### src/rtl/common_types_pkg.sv
// common_types_pkg: shared AHB transfer types, frontend states and timer register map
package common_types_pkg;
    typedef enum logic [1:0] {
        HT_IDLE   = 2'b00,
        HT_BUSY   = 2'b01,
        HT_NONSEQ = 2'b10,
        HT_SEQ    = 2'b11
    } htrans_t;
    typedef enum logic [1:0] {
        FE_IDLE,
        FE_ERR1,
        FE_ERR2
    } fe_state_t;
    localparam logic [7:0] TMR_CTRL   = 8'h00;
    localparam logic [7:0] TMR_PRESC  = 8'h04;
    localparam logic [7:0] TMR_COUNT  = 8'h08;
    localparam logic [7:0] TMR_CMP    = 8'h0C;
    localparam logic [7:0] TMR_STATUS = 8'h10;
    typedef struct packed {
        logic auto_rld;
        logic ie;
        logic en;
    } tmr_ctrl_t;
endpackage

### src/rtl/ahb_slave_frontend.sv
// ahb_slave_frontend: AHB-lite address-phase latch, transfer legality check and two-cycle ERROR response
module ahb_slave_frontend
    import common_types_pkg::*;
#(
    parameter int ADDR_BITS = 5
) (
    input  logic                 clk,
    input  logic                 nrst,
    input  logic                 hsel,
    input  logic [31:0]          haddr,
    input  logic [1:0]           htrans,
    input  logic                 hwrite,
    input  logic [2:0]           hsize,
    input  logic [31:0]          hwdata,
    output logic                 hready,
    output logic                 hresp,
    output logic                 wr_en,
    output logic                 rd_en,
    output logic [ADDR_BITS-1:0] offset,
    output logic [31:0]          wdata
);
    fe_state_t state_q, state_d;
    logic valid_q, valid_d, write_q, write_d;
    logic [ADDR_BITS-1:0] offset_q, offset_d;
    logic accept, legal, unused_hi;
    htrans_t ht;
    assign ht = htrans_t'(htrans);
    assign hready = state_q != FE_ERR1;
    assign hresp = state_q != FE_IDLE;
    assign accept = hsel && (ht == HT_NONSEQ || ht == HT_SEQ) && hready;
    assign legal = hsize == 3'b010 && haddr[1:0] == 2'b00;
    assign unused_hi = ^haddr[31:ADDR_BITS];
    always_comb begin
        valid_d = accept && legal;
        write_d = accept ? hwrite : write_q;
        offset_d = accept ? haddr[ADDR_BITS-1:0] : offset_q;
        state_d = state_q == FE_ERR1 ? FE_ERR2 : (accept && !legal) ? FE_ERR1 : FE_IDLE;
    end
    always_ff @(posedge clk or negedge nrst) begin
        if (!nrst) begin
            state_q <= FE_IDLE;
            valid_q <= 1'b0;
            write_q <= 1'b0;
            offset_q <= '0;
        end else begin
            state_q <= state_d;
            valid_q <= valid_d;
            write_q <= write_d;
            offset_q <= offset_d;
        end
    end
    assign wr_en = valid_q && write_q;
    assign rd_en = valid_q && !write_q;
    assign offset = offset_q;
    assign wdata = hwdata;
endmodule

### src/rtl/ahb_timer_slave.sv
// ahb_timer_slave: AHB-lite timer with 32-bit up-counter, prescaler and compare-match level interrupt
module ahb_timer_slave
    import common_types_pkg::*;
#(
    parameter int PRESC_W   = 16,
    parameter int ADDR_BITS = 5
) (
    input  logic        clk,
    input  logic        nrst,
    input  logic        hsel,
    input  logic [31:0] haddr,
    input  logic [1:0]  htrans,
    input  logic        hwrite,
    input  logic [2:0]  hsize,
    input  logic [31:0] hwdata,
    output logic [31:0] hrdata,
    output logic        hready,
    output logic        hresp,
    output logic        tmr_int
);
    logic wr_en, rd_en;
    logic [ADDR_BITS-1:0] offset;
    logic [31:0] wdata;
    tmr_ctrl_t ctrl_q, ctrl_d;
    logic [PRESC_W-1:0] presc_q, presc_d, presc_cnt_q, presc_cnt_d;
    logic [31:0] count_q, count_d, cmp_q, cmp_d;
    logic match_q, match_d;
    logic tick, hit;
    logic wr_ctrl, wr_presc, wr_count, wr_cmp, wr_status;
    ahb_slave_frontend #(.ADDR_BITS(ADDR_BITS)) u_fe (
        .clk(clk), .nrst(nrst), .hsel(hsel), .haddr(haddr), .htrans(htrans),
        .hwrite(hwrite), .hsize(hsize), .hwdata(hwdata), .hready(hready), .hresp(hresp),
        .wr_en(wr_en), .rd_en(rd_en), .offset(offset), .wdata(wdata)
    );
    assign wr_ctrl = wr_en && offset == TMR_CTRL[ADDR_BITS-1:0];
    assign wr_presc = wr_en && offset == TMR_PRESC[ADDR_BITS-1:0];
    assign wr_count = wr_en && offset == TMR_COUNT[ADDR_BITS-1:0];
    assign wr_cmp = wr_en && offset == TMR_CMP[ADDR_BITS-1:0];
    assign wr_status = wr_en && offset == TMR_STATUS[ADDR_BITS-1:0];
    // a bus write to COUNT swallows a coincident tick, including its match
    always_comb begin
        tick = ctrl_q.en && presc_cnt_q == presc_q;
        hit = tick && !wr_count && count_q == cmp_q;
        ctrl_d = wr_ctrl ? tmr_ctrl_t'(wdata[2:0]) : ctrl_q;
        presc_d = wr_presc ? wdata[PRESC_W-1:0] : presc_q;
        presc_cnt_d = (wr_presc || tick) ? '0 : ctrl_q.en ? presc_cnt_q + PRESC_W'(1) : presc_cnt_q;
        cmp_d = wr_cmp ? wdata : cmp_q;
        count_d = wr_count ? wdata : !tick ? count_q : (hit && ctrl_q.auto_rld) ? 32'd0 : count_q + 32'd1;
        match_d = hit || (match_q && !(wr_status && wdata[0]));
    end
    always_ff @(posedge clk or negedge nrst) begin
        if (!nrst) begin
            ctrl_q <= '0;
            presc_q <= '0;
            presc_cnt_q <= '0;
            count_q <= '0;
            cmp_q <= '1;
            match_q <= 1'b0;
        end else begin
            ctrl_q <= ctrl_d;
            presc_q <= presc_d;
            presc_cnt_q <= presc_cnt_d;
            count_q <= count_d;
            cmp_q <= cmp_d;
            match_q <= match_d;
        end
    end
    assign hrdata = !rd_en ? 32'd0
        : offset == TMR_CTRL[ADDR_BITS-1:0] ? {29'd0, ctrl_q}
        : offset == TMR_PRESC[ADDR_BITS-1:0] ? 32'(presc_q)
        : offset == TMR_COUNT[ADDR_BITS-1:0] ? count_q
        : offset == TMR_CMP[ADDR_BITS-1:0] ? cmp_q
        : offset == TMR_STATUS[ADDR_BITS-1:0] ? {31'd0, match_q}
        : 32'd0;
    assign tmr_int = match_q && ctrl_q.ie;
endmodule

### config.mk
export PLATFORM = sky130hd
export DESIGN_NAME = ahb_timer_slave
export DESIGN_NICKNAME = d
export VERILOG_FILES = /design/src/rtl/common_types_pkg.sv /design/src/rtl/ahb_slave_frontend.sv /design/src/rtl/ahb_timer_slave.sv
export SDC_FILE = /design/constraint.sdc
export NUM_CORES = 1
export LEC_CHECK = 0
export ABC_AREA = 1
export CAP_MARGIN = 20
export CORE_MARGIN = 10
export CORE_UTILIZATION = 55
export DETAILED_ROUTE_END_ITERATION = 7
export PLACE_DENSITY = 0.83
export SETUP_SLACK_MARGIN = 0.02
export SLEW_MARGIN = 20
export SYNTH_ARGS = -nofsm -noshare
export SYNTH_HDL_FRONTEND = slang
export SYNTH_SLANG_ARGS = --single-unit
### constraint.sdc
create_clock -name clk -period 2.2 [get_ports clk]
set_clock_uncertainty 0.15 [all_clocks]
set_input_delay 0.33 -clock clk [delete_from_list [all_inputs] [get_ports clk]]
set_output_delay 0.33 -clock clk [all_outputs]
set_load 0.02 [all_outputs]
==> summary.txt, run 1 <==
Outcome
  • Run status: complete, but fails checks
  • Failing checks: setup timing

Floorplanning
  • Die height: 134 um
  • Die area: 17900 um2
  • Initial core utilization: 56.3%
  • Ports: 108
  • Core Footprint: 12700 um2
  • FP Rows: 41
  • Chip width: 134 um

STA
  • Fmax: 0.425 GHz
  • Worst Tran Pin Value: 450 ps
  • Fin crit period: 2350 ps
  • Hold_ws: 265 ps
  • Setup-failing EPs final: 32
  • Fin crit share: 107%
  • Worst slew margin: 70.0%
  • Final worst slack: -152 ps
  • RSZ-0062 raised after global routing: true
  • Slew Limit Fails: 0
  • Hold Fails Final Rpt: 0

Global routing
  • Grt ovf: 0
  • Total track usage: 23.1%
  • Vias in the first global route: 6980
  • Initial antenna violation count: 0
  • First-pass GRT wire length: 34400 um
  • Largest net degree at the start of global routing: 59

Synthesis
  • Syn Std Cell Area: 7130 um2
  • Yosys warns: 0
  • Post-Syn Nets: 1114
  • Main area contributors after synthesis: dfrtp_1 27%, nand2_1 16%, dfstp_2 12%
  • #FFs+latches synth: 109
  • Cells after synthesis: 1039
  • Sequential fraction of the synthesis area: 38.8%
  • Unique masters post-synth: 38
  • Biggest area consumer among synthesized cells: dfrtp_1
  • Syn_area_per_cell: 6.87 um2
  • Synth top area share: 27.0%

Setup path
  • Critical path's slowest cell: dfrtp_1
  • Arr. time, crit path: 1870 ps
  • CP max stage delay: 410 ps
  • Worst-path fanout max: 7
  • Req. time, crit path: 1720 ps
  • WS Path Type: reg -> out
  • Worst setup EP type: output port
  • CP Launch Point: u_fe.offset[1]
  • CP Launch Type: flop
  • Cell mode on critical path: buf_4
  • CP cell instances: nor2_4 -> buf_4 -> nand3_4 -> buf_4 -> o22ai_1 -> a21oi_1 -> buf_4
  • Critical R2R Launch: cmp_q[20]

Layout
  • Layout cells sized above 1: 21.3%
  • Final cell count without fillers: 1339
  • Area Overhead vs Synth: 26.8%
  • # fillers: 1010
  • N_diodes: 0
  • Final Instance Area: 9050 um2
  • # nets final: 1237
  • Final core occ: 71.4%

Power
  • Pwr Total: 5.40 mW
  • P_leak: 5.13 nW
  • Worst IR drop on VDD: 0.410 mV
  • Power per cell area: 596 nW/um2

Run
  • Max-cap viol count: 0

Placement
  • GP Congestion: 0.943
  • DP Area: 8520 um2
  • Inst Count DP: 1318
  • Detailed Place HPWL: 15400 um
  • Number of port buffers: 79

Routing
  • Routed vias: 7462
  • # DRC: 0
  • WL per Instance: 15.9 um
  • Routed Wire Length: 21300 um
  • Via density: 5.57
  • Post-route ant nets: 0
  • Drt initial violations: 774
  • Total iterations of the first detailed-routing run: 5

CTS
  • H-Tree Depth: 3
  • Clock slew at reported path FFs: 80 ps
  • CTS Root Cell: clkbuf_16
  • Clk sink count: 109
  • Clock buffer depth: 2
  • Worst skew pair latency: 370 ps
  • CTS tree: yes
  • Clock buffer count from CTS: 9

Min path
  • Worst Hold Class: in -> async
cell usage in the layout, fill, tap and decap left out, types with 15 or more instances in the layout:
master             n
nor3_1            15
nand2_1          311
a21oi_1           25
buf_4             88
dfrtp_1           76
clkdlybuf4s50_1   46
inv_1            147
nand3_1           49
nor2_1            91
o22ai_1           23
xor2_1            29
nand4_1           27
dfstp_2           32
nand2_2           15
o21ai_0           57
kinds of logic after synthesis:
group           after synthesis  share of synthesized area (%)
buf+inv                     197                           10.9
flops                       109                           38.8
mux                           3                          0.473
compound gates              137                           10.6
xor+xnor                     35                           4.30
simple gates                556                           34.6
fa+ha+maj                     2                          0.351
power breakdown:
part	switching (mW)	internal (mW)
logic	0.811	0.564
registers	0.146	2.14
clock network	0.808	0.925
total	1.76	3.63
state kept, by name, summed over array words and instances, names as in the netlist:
signal,count
presc_cnt_q,16
count_q,32
presc_q,16
u_fe.offset,5
ctrl_q,3
u_fe.state_q,2
match_q,1
cmp_q,32
u_fe.valid_q,1
u_fe.write_q,1
cells in the mapped netlist, drive strengths merged:
cell type,count
nor3,18
a211oi,1
xnor2,6
ha,2
a221oi,3
nor4,3
dfstp,32
nand3,66
inv,159
a22o,1
nand4,28
mux2,3
o21bai,2
o22ai,28
dfrtp,77
clkbuf,20
o21ai,62
o221ai,2
nand2,327
and3,3
buf,18
nor2,109
a21oi,38
xor2,29
or2,2
path summary, 6_finish.rpt:
| path | endpoint | slack (ps) | depth (start not counted) |
|---|---|---|---|
| worst min register to register | u_fe.state_q[1] | 290 | 1 |
| worst min-delay path | u_fe.state_q[1] | 270 | 2 |
| worst max register to register | count_q[26] | 90 | 12 |
| worst max-delay path | hrdata[0] | -150 | 7 |
| max in group asynchronous | cmp_q[28] | 920 | 3 |
| min in group clk | u_fe.state_q[1] | 290 | 1 |
worst max-delay path, delay by kind of cell (launching register included):
family | cells | cell delay, ps
compound gates | 2 | 260
flops | 1 | 410
buf+inv | 3 | 500
simple gates | 2 | 330
stage by stage:
stage	setup WS, ps	setup TNS (ps)
global placement	-219	-7480
finish	-152	-2460
floorplan	143	0
CTS	-166	-1720
detailed placement	-253	-8230
global route	-228	-5100
per-layer routing:
layer | vias up | share of wire (%) | global-route usage, %
met5 | - | 0 | 0
met4 | 0 | 3.6 | 10.2
met3 | 60 | 8.6 | 4.78
met2 | 367 | 46 | 35.9
met1 | 3490 | 42 | 30.5
li1 | 3545 | - | -
final cells by class:
type                       instances  area (um2)  share of cell area [%]
clock buffer                      10         239                    2.64
sequential                       109        2770                    30.6
inverter                         159         599                    6.62
multi-input combinational        733        3800                    42.0
timing repair buffer             150        1350                    14.9
clock inverter                     6        70.1                   0.774
tap                              172         215                    2.38
repair_timing:
item,4_1_cts,5_1_grt
endpoints found under the setup margin,46,64
resized for setup,178,45
hold endpoints to repair,25,0
hold buffers,1,0
pin swaps,2,6
buffers inserted,2,2
No activity file was read; power rests on OpenSTA's default activity.
==> run 2: changes to the inputs <==
Settings changed: CORE_UTILIZATION 55 to 50, PLACE_DENSITY 0.83 to 0.76, SYNTH_HIERARCHICAL set to 1.
==> summary.txt, run 2 <==
Outcome
  • Run status: complete, but fails checks
  • Failing checks: setup timing

STA
  • Hold_ws: 318 ps (+52.8 ps)
  • Worst Tran Pin Value: 505 ps (+54.8 ps)
  • Fmax: 0.426 GHz (+0.20%)
  • RSZ-0062 raised after global routing: true
  • Fin crit period: 2350 ps (-4.62 ps)
  • Slew Limit Fails: 0 (unchanged)
  • Hold Fails Final Rpt: 0 (unchanged)
  • Worst slew margin: 66.1% (-4.0 points)
  • Setup-failing EPs final: 32 (unchanged)
  • Fin crit share: 107% (-0.21 points)
  • Final worst slack: -147 ps (+4.62 ps)

Setup path
  • WS Path Type: reg -> out
  • Worst-path fanout max: 13 (+6)
  • Arr. time, crit path: 1870 ps (about the same)
  • Req. time, crit path: 1720 ps (about the same)
  • Worst setup EP type: output port
  • CP Launch Type: flop

Placement
  • DP Area: 8560 um2 (+0.56%)
  • GP Congestion: 0.967 (+2.5%)
  • Number of port buffers: 79 (unchanged)
  • Detailed Place HPWL: 16300 um (+5.4%)

Floorplanning
  • Ports: 108 (unchanged)
  • Core Footprint: 14400 um2 (+14%)
  • Initial core utilization: 50.8% (-5.5 points)
  • Chip width: 141 um (+5.4%)
  • FP Rows: 44 (+7.3%)
  • Die height: 141 um (+5.4%)
  • Die area: 19900 um2 (+11%)

Synthesis
  • Syn Std Cell Area: 7330 um2 (+2.7%)
  • Post-Syn Nets: 1144 (+2.7%)
  • Unique masters post-synth: 45 (+18%)
  • Asr flop ratio synth: 100% (unchanged)
  • Biggest area consumer among synthesized cells: dfrtp_1
  • Most used DFF post-synth: dfrtp_1
  • Yosys warns: 6 (+6)
  • Top post-synthesis cells by count: 307 x nand2_1, 153 x inv_1, 109 x nor2_1
  • Sequential fraction of the synthesis area: 37.8% (-1.0 points)
  • Most common cell in the netlist: nand2_1
  • Number of synthesized flops with an enable pin: 0 (unchanged)
  • Main area contributors after synthesis: dfrtp_1 26%, nand2_1 16%, dfstp_2 11%
  • Cells after synthesis: 1069 (+2.9%)
  • Synth top area share: 26.3% (-0.72 points)
  • Syn_area_per_cell: 6.86 um2 (-0.15%)
  • #FFs+latches synth: 109 (unchanged)

Routing
  • Routed vias: 7267 (-2.6%)
  • Via density: 5.32 (-4.5%)
  • # DRC: 0 (unchanged)
  • WL per Instance: 15.9 um (+0.27%)
  • Drt initial violations: 599 (-23%)
  • Total iterations of the first detailed-routing run: 5 (unchanged)
  • Post-route ant nets: 0 (unchanged)
  • Routed Wire Length: 21800 um (+2.2%)

Global routing
  • Total track usage: 20.8% (-2.3 points)
  • Initial antenna violation count: 0 (unchanged)
  • Vias in the first global route: 6833 (-2.1%)
  • Grt ovf: 0 (unchanged)
  • First-pass GRT wire length: 34200 um (-0.58%)
  • Largest net degree at the start of global routing: 41 (-31%)

CTS
  • Clk sink count: 109 (unchanged)
  • Worst skew pair latency: 360 ps (about the same)
  • H-Tree Depth: 3 (unchanged)
  • CTS Root Cell: clkbuf_16
  • Clock slew at reported path FFs: 80 ps (about the same)
  • Clock buffer count from CTS: 9 (unchanged)
  • CTS tree: yes
  • Clock buffer depth: 2 (unchanged)

Layout
  • Top Registers: cmp_q: 32 flops, count_q: 32 flops
  • Layout cells sized above 1: 19.6% (-1.7 points)
  • Area Overhead vs Synth: 25.3%
  • # fillers: 1313 (+30%)
  • # nets final: 1251 (+1.1%)
  • N_diodes: 0 (unchanged)
  • Most common cell after layout, fill and taps aside: nand2_1
  • Final Instance Area: 9180 um2 (+1.5%)
  • Commonest non-fill, non-tap cells in the layout: 301 x nand2_1, 151 x inv_1, 101 x nor2_1

Power
  • Power per cell area: 592 nW/um2 (-0.80%)
  • Comb power frac: 25.1% (-0.4 points)
  • Worst IR drop on VDD: 0.406 mV (-0.90%)
  • Clock share of power: 33.0% (+0.9 points)
  • P_leak: 5.20 nW (+1.4%)
  • Sequential power share: 41.9% (-0.5 points)
  • Pint: 3.72 mW (+2.4%)
  • Switching Fraction: 31.6% (-1.1 points)
  • Switching power: 1.72 mW (-2.7%)
  • Pwr Total: 5.43 mW (+0.70%)

Run
  • Max-cap viol count: 0 (unchanged)

Min path
  • Worst Hold Class: in -> async
run 2: cell types whose count changed after synthesis, sizes merged, moves of 7 or more:
cell    before  now
buf         18   42
nand2      327  316
o211ai       0    9
a21oi       38   54
nand4       28   19
a22oi        0    7
nand3       66   49
a211oi       1   10
run 2: cell type report:
type                    count  area, um2  share of cell area, %
flip-flops and latches    109       2780                   30.2
clock inverters             5       85.1                  0.926
clock buffers              11        233                   2.53
well taps                 184        230                   2.51
repair buffers            153       1410                   15.3
inverters                 164        624                   6.80
multi-input cells         739       3830                   41.7
run 2: worst paths after layout:
kind,start,end,slack (ps),depth (start not counted)
max,u_fe/offset[1],hrdata[2],-150,8
min,nrst,u_fe/offset[2],320,2
max reg2reg,u_fe/offset[0],count_q[13],90,11
min reg2reg,cmp_q[28],cmp_q[28],350,2
max in group asynchronous,nrst,cmp_q[25],870,3
min in group clk,cmp_q[28],cmp_q[28],350,2
run 2: metal layers:
metal / wire [um] / global-route usage [%] / vias to the layer above
li1: - / - / 3609
met1: 10100 / 28.6 / 3433
met2: 10000 / 32.7 / 212
met3: 1450 / 4.23 / 13
met4: 204 / 4.67 / 0
met5: 0 / 0 / -
run 2: metrics by stage:
stage | setup TNS, ps | util, % | worst slack [ps] | std cells
6_report | -3180 | 63.7 | -147 | 1365
2_1_floorplan | 0 | - | 10.3 | 1069
4_1_cts | -3800 | 61.6 | -185 | 1350
3_3_place_gp | -7760 | 59.4 | -333 | 1332
5_1_grt | -6880 | 63.7 | -255 | 1365
3_5_place_dp | -10380 | 59.4 | -391 | 1332
run 2: worst max-delay path, cell delays in order (launching register included):
cell and delay (ps):
dfrtp_1 410, nor2_4 130, buf_4 130, nand4_4 120
inv_4 140, buf_12 150, a22oi_1 80, a21oi_1 180
buf_4 170
run 2: kinds of logic (layout without fill, tap and decap cells):
group           Yosys count  count (layout)  share of synthesized area [%]
compound gates          170             170                           13.3
buf+inv                 224             333                           13.4
fa+ha+maj                 2               2                          0.341
simple gates            533             536                           31.5
xor+xnor                 31              31                           3.70
flops                   109             109                           37.8
run 2: power by group through the flow:
stage | registers (mW) | clock network [mW] | logic (mW)
after floorplan | 2.27 | 0 | 0.876
after global placement | 2.29 | 0 | 1.27
after detailed placement | 2.30 | 0 | 1.29
after CTS | 2.26 | 1.81 | 1.33
after global routing | 2.30 | 1.87 | 1.54
final | 2.28 | 1.79 | 1.37
run 2: timing repair:
item	CTS	global route
setup buffers	1	10
endpoints found under the hold margin	19	0
cloned	0	5
endpoints found under the setup margin	64	73
gates resized for setup	177	32
pin swaps	1	16
hold buffers	1	0
==> run 3: changes to the inputs <==
Settings changed: CTS_CLUSTER_DIAMETER set to 60, SETUP_SLACK_MARGIN 0.02 to 0.15.
==> summary.txt, run 3 (synthesis gave the netlist of run 2 again) <==
Setup path
  • CP cell instances: nor2_4 -> nand4_1 -> inv_2 -> buf_12 -> a21oi_1 -> a211oi_2 -> buf_4
  • CP Launch Type: flop
  • Arr. time, crit path: 1960 ps (+90 ps)
  • WS Path Type: reg -> out
  • Critical path's slowest cell: dfrtp_1
  • Req. time, crit path: 1720 ps (about the same)
  • CP max stage delay: 410 ps (about the same)
  • Crit path buffers/inverters: 3 (-1)
  • CP top delay family: buffers and inverters
  • Worst-path fanout max: 21 (+8)
  • Worst setup EP type: output port

Routing
  • Total iterations of the first detailed-routing run: 6 (+1)
  • Routed vias: 7382 (+1.6%)
  • Routed Wire Length: 22200 um (+1.8%)
  • Drt initial violations: 720 (+20%)
  • # DRC: 0 (unchanged)
  • Via density: 5.42 (+1.7%)
  • Post-route ant nets: 0 (unchanged)
  • WL per Instance: 16.3 um (+1.9%)

Floorplanning
  • Chip width: 141 um (unchanged)
  • Ports: 108 (unchanged)
  • Die area: 19900 um2 (unchanged)
  • Die height: 141 um (unchanged)
  • Core Footprint: 14400 um2 (unchanged)
  • FP Rows: 44 (unchanged)
  • Initial core utilization: 50.8% (unchanged)

Placement
  • DP Area: 8510 um2 (-0.57%)
  • Detailed Place HPWL: 15800 um (-2.9%)
  • Number of port buffers: 79 (unchanged)
  • DP Worst Slack: -344 ps (+47.2 ps)
  • GP Congestion: 0.942 (-2.6%)

Layout
  • N_diodes: 0 (unchanged)
  • # nets final: 1249 (-0.16%)
  • Layout cells sized above 1: 24.8% (+5.2 points)
  • Final Instance Area: 9420 um2 (+2.6%)
  • Top Registers: cmp_q: 32 flops, count_q: 32 flops
  • Final core occ: 65.3% (+1.6 points)
  • # fillers: 1265 (-3.7%)
  • Most common cell after layout, fill and taps aside: nand2_1
  • Commonest non-fill, non-tap cells in the layout: 282 x nand2_1, 149 x inv_1, 97 x nor2_1
  • Area Overhead vs Synth: 28.5%

STA
  • Setup TNS after final layout: -3270 ps (-81.1 ps)
  • Fmax: 0.410 GHz (-3.8%)
  • Slew Limit Fails: 0 (unchanged)
  • Worst slew margin: 59.6% (-6.5 points)
  • Setup-failing EPs final: 32 (unchanged)
  • Worst Tran Pin Value: 606 ps (+102 ps)
  • RSZ-0062 raised after global routing: true
  • Fin crit period: 2440 ps (+93.5 ps)
  • Final worst slack: -240 ps (-93.5 ps)
  • Hold Fails Final Rpt: 0 (unchanged)
  • Fin crit share: 111% (+4.2 points)

Global routing
  • Largest net degree at the start of global routing: 43 (+4.9%)
  • Total track usage: 21.3% (+0.52 points)
  • First-pass GRT wire length: 35000 um (+2.5%)
  • Grt ovf: 0 (unchanged)
  • Vias in the first global route: 6932 (+1.4%)
  • Initial antenna violation count: 0 (unchanged)

CTS
  • Clock buffer count from CTS: 9 (unchanged)
  • CTS tree: yes
  • Clock buffer depth: 2 (unchanged)
  • H-Tree Depth: 3 (unchanged)
  • Worst skew pair latency: 370 ps (about the same)
  • Clock slew at reported path FFs: 80 ps (about the same)
  • Clk sink count: 109 (unchanged)
  • CTS Root Cell: clkbuf_16

Outcome
  • Failing checks: setup timing
  • Run status: complete, but fails checks

Power
  • P_leak: 5.30 nW (+1.9%)
  • Pwr Total: 5.47 mW (+0.62%)
  • Power per cell area: 580 nW/um2 (-1.9%)
  • Worst IR drop on VDD: 0.390 mV (-4.0%)

Min path
  • Worst Hold Class: in -> async

Run
  • Max-cap viol count: 0 (unchanged)
[run 3: changes by cell type in the layout (fill, tap and decap cells not counted), moves of 4 or more]
| cell | before | now |
|---|---|---|
| nor2_1 | 101 | 97 |
| o22ai_1 | 21 | 13 |
| nand2_1 | 301 | 282 |
| buf_6 | 2 | 9 |
| a21oi_1 | 53 | 46 |
| buf_4 | 94 | 87 |
| nand2_2 | 10 | 28 |
| nor2_2 | 5 | 9 |
| a21oi_2 | 0 | 7 |
| nand3_1 | 46 | 28 |
| nand3_2 | 2 | 19 |
| o22ai_2 | 3 | 11 |
[run 3: report_power, final]
group,total [mW],leakage (nW),internal [mW],switching [mW]
combinational,1.42,4.03,0.592,0.829
sequential,2.28,1.12,2.13,0.143
clock,1.77,0.156,0.999,0.769
[run 3: final cells by class]
type	count	area [um2]	area share [%]
clock buffers	10	229	2.43
repair buffers	152	1410	15.0
flip-flops and latches	109	2780	29.5
well taps	184	230	2.44
clock inverters	6	87.6	0.930
inverters	164	619	6.58
multi-input cells	738	4070	43.2
[run 3: metrics by stage]
stage	cells	hold slack [ps]
finish	1363	306
global route	1363	342
CTS	1349	304
detailed placement	1323	153
global placement	1323	148
floorplan	1069	-116
[run 3: repair_timing]
item | CTS | global route
resized for setup | 168 | 117
pin swaps | 11 | 26
gates cloned | 2 | 1
endpoints found under the setup margin | 55 | 74
endpoints found under the hold margin | 29 | 0
setup buffers | 7 | 13
hold buffers | 1 | 0
[run 3: worst paths after layout]
check | startpoint | end | slack [ps] | cells after the start
worst max-delay path | u_fe/offset[1] | hrdata[16] | -240 | 7
worst min-delay path | nrst | u_fe/state_q[0] | 310 | 2
worst max register to register | cmp_q[7] | count_q[14] | 60 | 13
worst min register to register | cmp_q[28] | cmp_q[28] | 330 | 2
max in group asynchronous | nrst | cmp_q[27] | 940 | 3
min in group clk | cmp_q[28] | cmp_q[28] | 330 | 2
[run 3: layer usage]
metal  global-route usage, %  vias to the layer above  share of wire, %
met1                    29.1                     3463                44
met2                    34.1                      296                47
li1                        -                     3587                 -
met3                    4.17                       36               7.2
met5                       0                        -                 0
met4                    4.40                        0               1.5
